[src/rtl/can_tx_scheduler.sv]
// can_tx_scheduler: round-robin sharing of one CAN transmit interface with timeout, retry/backoff and per-requester done status
module can_tx_scheduler #(
  parameter int NUM_REQ    = 4,
  parameter int MAX_RETRY  = 3,
  parameter int RETRY_GAP  = 1000,
  parameter int TX_TIMEOUT = 50_000
) (
  input  logic                  clk_i,
  input  logic                  rst_n_i,
  input  logic [NUM_REQ-1:0]    req_valid_i,
  input  logic [11*NUM_REQ-1:0] req_id_i,
  input  logic [64*NUM_REQ-1:0] req_data_i,
  output logic [NUM_REQ-1:0]    req_ack_o,
  output logic [NUM_REQ-1:0]    req_done_o,
  output logic                  req_ok_o,
  output logic [10:0]           tx_id_o,
  output logic [63:0]           tx_data_o,
  output logic                  tx_start_strobe_o,
  input  logic                  tx_succeed_i,
  input  logic                  tx_failed_i,
  output logic                  busy_o
);
  localparam int GW = $clog2(NUM_REQ);
  localparam int RW = $clog2(MAX_RETRY + 2);
  localparam int TW = $clog2(TX_TIMEOUT > RETRY_GAP ? TX_TIMEOUT : RETRY_GAP) + 1;
  typedef enum logic [2:0] {IDLE, START, WAIT, BACKOFF, DONE} state_t;
  state_t state, nxt;
  logic [GW-1:0] g, sel;
  logic [RW-1:0] retry_cnt;
  logic [TW-1:0] timer;
  logic [NUM_REQ-1:0] rot;
  logic [10:0] ids [NUM_REQ];
  logic [63:0] dats [NUM_REQ];
  logic ok, timeout, retry;
  int off;
  for (genvar k = 0; k < NUM_REQ; k++) begin : g_unpack
    assign ids[k]  = req_id_i[11*k +: 11];
    assign dats[k] = req_data_i[64*k +: 64];
  end
  always_comb begin
    rot = NUM_REQ'({req_valid_i, req_valid_i} >> (int'(g) + 1));
    off = 0;
    for (int i = NUM_REQ - 1; i >= 0; i--) off = rot[i] ? i : off;
    sel = GW'((int'(g) + 1 + off) % NUM_REQ);
  end
  assign timeout = timer == TW'(TX_TIMEOUT - 1);
  assign retry   = retry_cnt < RW'(MAX_RETRY);
  always_ff @(posedge clk_i or negedge rst_n_i)
    if (!rst_n_i) state <= IDLE;
    else state <= nxt;
  always_comb begin
    nxt = state;
    case (state)
      IDLE:    nxt = |req_valid_i ? START : IDLE;
      START:   nxt = WAIT;
      WAIT:    nxt = tx_succeed_i ? DONE : (tx_failed_i || timeout) ? (retry ? BACKOFF : DONE) : WAIT;
      BACKOFF: nxt = timer == TW'(RETRY_GAP - 1) ? START : BACKOFF;
      default: nxt = IDLE;
    endcase
  end
  always_ff @(posedge clk_i or negedge rst_n_i)
    if (!rst_n_i) begin
      g         <= GW'(NUM_REQ - 1);
      retry_cnt <= '0;
      timer     <= '0;
      ok        <= 1'b0;
      tx_id_o   <= '0;
      tx_data_o <= '0;
    end else begin
      timer <= (nxt == state && (state == WAIT || state == BACKOFF)) ? timer + 1'b1 : '0;
      if (state == IDLE && |req_valid_i) begin
        g         <= sel;
        retry_cnt <= '0;
        tx_id_o   <= ids[sel];
        tx_data_o <= dats[sel];
      end
      if (state == WAIT && nxt == BACKOFF) retry_cnt <= retry_cnt + 1'b1;
      if (state == WAIT && nxt == DONE) ok <= tx_succeed_i;
    end
  always_comb begin
    req_ack_o         = (state == IDLE && |req_valid_i && rst_n_i) ? NUM_REQ'(1) << sel : '0;
    req_done_o        = state == DONE ? NUM_REQ'(1) << g : '0;
    req_ok_o          = state == DONE && ok;
    tx_start_strobe_o = state == START;
    busy_o            = state != IDLE;
  end
endmodule
[config.mk]
export PLATFORM = sky130hd
export DESIGN_NAME = can_tx_scheduler
export DESIGN_NICKNAME = d
export VERILOG_FILES = /design/src/rtl/can_tx_scheduler.sv
export SDC_FILE = /design/constraint.sdc
export NUM_CORES = 1
export LEC_CHECK = 0
export ABC_AREA = 1
export BUFFER_PORTS_ARGS = -buffer_cell sky130_fd_sc_hd__buf_2
export CAP_MARGIN = 15
export CORE_MARGIN = 5
export CORE_UTILIZATION = 30
export DETAILED_ROUTE_END_ITERATION = 6
export GPL_ROUTABILITY_DRIVEN = 0
export SLEW_MARGIN = 20
export SYNTH_ARGS = -nofsm -noshare
export SYNTH_HDL_FRONTEND = slang
export SYNTH_SLANG_ARGS = --single-unit
export TNS_END_PERCENT = 50
[constraint.sdc]
create_clock -name clk_i -period 6.7 [get_ports clk_i]
set_input_delay 1.34 -clock clk_i [delete_from_list [all_inputs] [get_ports clk_i]]
set_output_delay 1.34 -clock clk_i [all_outputs]
set_load 0.1 [all_outputs]
### Yosys cells after proc, flatten, opt, wreduce, memory -nomap -nowiden

Index checks and enable logic that the tools add are counted.

| word-level totals | value |
|---|---|
| flip-flop bits (word level) | 101 |
| bits in read-only memories | 0 |
| memory bits (writable) | 0 |
| output and inout bits | 86 |
| logic and storage cells | 59 |
| latch bits | 0 |
| memories kept | 0 |

| operators by class | value |
|---|---|
| multipliers | 0 |
| $add $sub $neg | 4 |
| bitwise logic cells | 1 |
| multiplexer cells | 21 |
| shift-type cells | 3 |
| equal/unequal tests | 9 |
| magnitude comparators | 2 |
| div/mod/pow operators | 0 |
| reduce and logical (&&, ||, !) cells | 12 |

Operator list:

| operator | number |
|---|---|
| 64-bit binary-select mux with 2-bit select | 1 |
| 64-bit 2-to-1 mux | 2 |
| 11-bit binary-select mux with 2-bit select | 1 |
| 11-bit 2-to-1 mux | 2 |
| 17-bit by 1-bit adder with 17-bit output (second input constant) | 1 |
| 17-bit by 10-bit equality test with 1-bit output (second input constant) | 1 |
| 17-bit by 16-bit equality test with 1-bit output (second input constant) | 1 |
| 17-bit 2-to-1 mux | 1 |
| 3-bit 2-to-1 mux | 5 |
| 3-bit case mux with 4 select lines | 1 |
| 2-bit 2-to-1 mux | 5 |
| 3-bit by 2-bit equality test with 1-bit output (second input constant) | 3 |
| 4-bit 2-to-1 mux | 2 |
| 1-bit by 2-bit << shifter with 4-bit output (first input constant) | 2 |
| 8-bit by 3-bit right shift with 4-bit output | 1 |
| 3-bit equality test (second input constant) | 2 |
| 1-bit logical AND | 6 |
| 4-bit OR reduction | 1 |
| 2-bit by 1-bit adder with 3-bit output (second input constant) | 1 |
| 3-bit by 1-bit adder with 3-bit output (second input constant) | 1 |
| 3-bit by 1-bit equality test with 1-bit output (second input constant) | 1 |
| 3-bit equality test | 1 |
| 3-bit >= comparator (second input constant) | 1 |
| 3-bit zero test | 1 |
| 7 further kinds | 8 |

### Depth between registers and ports, before layout

| depth | value |
|---|---|
| depth in word-level cells | 11 |
| depth in mapped cells | 17 |
| gate-level depth less buffers | 14 |

### Worst setup path after synthesis

Ideal clock, no wire load.

| timing | value |
|---|---|
| path type | input to output |
| start point | in req_valid_i[2] |
| end point | out req_ack_o[0] |
| cell stages on the path | 10 |
| buffers on the path | 3 |
| setup slack | 0.715 ns |
| arrival | 4.645 ns |
| data required time | 5.360 ns |
| path through | nand2_1 > nand3_1 > nand2_1 > nand3_1 > a21boi_0 > ha_1 > buf_2 > clkbuf_1 > clkbuf_1 > nor3_1 |

| between the ends | value |
|---|---|
| longest elaborated chain between the ends | 8 |

Ends and longest elaborated chain:

| what | line | text |
|---|---|---|
| start: declaration | 10 | `input logic [NUM_REQ-1:0] req_valid_i,` |
| 8-bit by 3-bit right shift with 4-bit output (*) | 41 | `rot = NUM_REQ'({req_valid_i, req_valid_i} >> (int'(g) + 1));` |
| 2-bit 2-to-1 mux (3 in series) | 43 | `for (int i = NUM_REQ - 1; i >= 0; i--) off = rot[i] ? i : off;` |
| 2-bit 2-to-1 mux (*) | 43 |  |
| 2-bit adder (*) | 44 | `sel = GW'((int'(g) + 1 + off) % NUM_REQ);` |
| via sel[0] | 28 | `logic [GW-1:0] g, sel;` |
| 1-bit by 2-bit << shifter with 4-bit output (*) | 81 | `req_ack_o = (state == IDLE && \|req_valid_i && rst_n_i) ? NUM_REQ'(1) << sel : '0;` |
| 4-bit 2-to-1 mux (*) | 81 |  |
| end: declaration | 13 | `output logic [NUM_REQ-1:0] req_ack_o,` |

The timed path passes the listed nets; every way through them passes the cells marked *.

### Worst setup path in the final report

| timing | value |
|---|---|
| start point | in req_valid_i[2] |
| end point | out req_ack_o[2] |

| between the ends | value |
|---|---|
| longest elaborated chain between the ends | 8 |

Ends and longest elaborated chain:

| what | line |
|---|---|
| 8-bit by 3-bit right shift with 4-bit output | 41 |
| 2-bit 2-to-1 mux (4 in series) | 43 |
| 2-bit adder | 44 |
| 1-bit by 2-bit << shifter with 4-bit output | 81 |
| 4-bit 2-to-1 mux (*) | 81 |

Mark *: on every way between the ends. The rest lies on a longest branch, timed or not.

==> results.toml <==
[clocking]
cts_sinks = 101
hold_buffers = 0
cts_resized = 0
clkTransAtPathRegs_ns = 0.07
post_cts_buffers = 0
clock_path_buffers = 2
clock_latency_ns = 0.36
cts_root_buf = "clkbuf_16"
tritoncts = "built"
cts_buffers = 9
htreeDepth = 3

[floorplanning]
initial_core_util_pct = 30.6
core_area_um2 = 24400
rows = 57
dieHeight_um = 168
die-width_um = 168
dieArea_um2 = 28200
ios = 394

[place]
placed_cells = 1933
place_ws_ns = 1.47
dpl.hpwl_mm = 21.9
portBuffers = 393

[critical_path]
crit_path_end = "req_ack_o[2]"
endpoint_kind = "primary output"
cp_top_family = "simple AND/OR/NAND/NOR gates"
crit_type = "input port to primary output"
cp-startpoint = "req_valid_i[2]"
cp_slowest_stage_delay_ns = 0.50
slowest_stage = "nand2_2"
worstPathMaxFanout = 32
r2r_end = "tx_id_o[6]"
crit_cells = 13
start_kind = "input port"
reg2reg_slack_ns = 2.99
arrival_ns = 3.88
crit_buf_inv = 3
path_cells = "buf_2 -> nand2_1 -> nand3_1 -> nand2_1 -> nand3_1 -> a21boi_0 -> ha_4 -> xor2_1 -> nand2_2 -> nand2_2 -> inv_1 -> nor3_1 -> buf_12"
rr_worst_depth = 15
r2r_start = "g[0]"
required_ns = 5.36

[detailed_routing]
drc = 0
vias = 8906
avgRoutedWirePerCell_um = 14.9
drt_iter0_drc = 565
postRouteAntennaNets = 0
viasPerCell = 4.57
firstDrtPassIters = 5
wirelength_mm = 29.1

[sta]
setup_viol = 0
post-route-period-util_pct = 77.9
slew_headroom_pct = 32.2
holdWs_ns = 0.476
drv_slew = 0
hold_violations = 0
worstMarginPinSlew_ns = 1.02
rsz0062_at_grt = "no"
period_minus_slack_ns = 5.22
fin_skew_ns = 0.0102
fmax_mhz = 192
fin_ws_ns = 1.48
setup_tns_ns = 0

[pwr]
switching_share_pct = 43.1
power_frac_clock_pct = 26.5
p_sw_uw = 851
p_seq_share_pct = 33.1
pwr-share-comb_pct = 40.4
power.leakage_uw = 0.00607
intPower_uw = 1130
powerDensity_nw_per_um2 = 200
vdd_drop_max_mv = 0.130

[global_routing]
grt_pass1_vias = 8343
grt_usage_pct = 19.6
grt-ovfl-total = 0
antenna_found_initial = 2
grt_pass1_wl_mm = 45.1
grt_max_degree = 104

[cells_and_area]
nets = 1935
num-fill-cells = 2712
area_growth_pct = 32.6
final-instance-count-excl-fill = 1950
drive_gt1_share_pct = 27.2

[yosys]
yosysWarnings = 0
synth_area_leader_cell = "nand2_1"
ys_seq_area_share_pct = 33.9
synth_edf_count = 0
syn-num-nets = 1597
ys_top_cells_by_count = "878 x nand2_1, 100 x nand3_1, 99 x dfrtp_1, 42 x clkbuf_1"
synth_most_common_cell = "nand2_1"
synthTopCellsByArea = "nand2_1 44%, dfrtp_1 33%, nand3_1 6.7%"
synth-seq-cells = 101
synth_cell_types = 28
syn_area_um2 = 7470
synth-main-ff-cell = "dfrtp_1"
yosys.area.top_type_share_pct = 44.1
synth_area_per_cell_um2 = 5.83
async_reset_ff_share_pct = 100
syn_inst = 1282

[job]
cap_violations = 0

[min_path]
worstHoldPathType = "flop to flop"

[outcome]
status = "completed"
sequential cells by signal, indices dropped and copies added (netlist names):
signal     cells
ok             1
tx_id_o       11
g              2
tx_data_o     64
retry_cnt      3
state          3
timer         17
tightest hold or removal path: cells and delay by family (launching register included):
kind | cells | cell delay, ns
flops | 1 | 0.34
simple gates | 2 | 0.10
cell usage in the layout (no fill, tap or decap), types with 2 or more instances in the layout:
cell type   count
buf_12          4
buf_2         388
buf_4          10
clkbuf_16       9
clkinvlp_4      2
dfrtp_1        99
dfstp_2         2
ha_1            6
inv_1          27
inv_2           5
inv_6           3
inv_8           2
nand2_1       878
nand2_2         3
nand3_1       100
nand4_1         5
nor2_1         27
nor3_1         15
nor3_2         10
o21ai_0         5
xnor2_1         5
xor2_1         10
area by class of cell:
type / instances / area [µm²] / area share, %
antenna: 1 / 2.50 / 0.0253
multi-input combinational: 1073 / 4450 / 45.0
clock buffer: 9 / 225 / 2.27
tap: 324 / 405 / 4.09
sequential: 101 / 2530 / 25.6
timing repair buffer: 402 / 2100 / 21.2
clock inverter: 7 / 63.8 / 0.645
inverter: 33 / 126 / 1.28
logic make-up after synthesis:
logic type,after synthesis,share of synthesized area (%)
buffers and inverters,108,6.89
DFF,101,33.9
adders and majority gates,7,1.17
AOI/OAI and AO/OA,9,0.687
xor gates and xnor gates,15,1.76
and+or+nand+nor,1042,55.6
layer usage:
metal  part of all wire, %  track usage, %  up-vias
met5                 0.038               0        -
met4                   2.6            5.50        2
met3                   5.6            3.85       39
met2                    51            34.5      283
met1                    41            24.6     3994
li1                      -               -     4588
power groups by stage:
stage	sequential (µW)	clock, µW	combinational, µW
floorplan	867	0	378
global placement	665	0	811
detailed placement	665	0	810
CTS	654	547	811
global route	658	567	886
finish	654	523	799
worst min-delay path by stage:
stage | from | endpoint | slack, ns | cells past startpoint
floorplan | timer[0] | timer[0] | 0.44 | 1
global placement | tx_data_o[6] | tx_data_o[6] | 0.46 | 2
detailed placement | tx_data_o[47] | tx_data_o[47] | 0.46 | 2
CTS | tx_data_o[2] | tx_data_o[2] | 0.48 | 2
global route | tx_data_o[2] | tx_data_o[2] | 0.49 | 2
finish | tx_data_o[46] | tx_data_o[46] | 0.48 | 2
metrics by stage:
stage / power [µW] / utilization, % / cell area, µm²
finish: 1980 / 40.6 / 9900
global route: 2110 / 40.6 / 9900
CTS: 2010 / 40.6 / 9900
detailed placement: 1470 / 39.4 / 9610
global placement: 1480 / 39.4 / 9610
floorplan: 1250 / - / 7470
(Power assumes the default switching activity.)
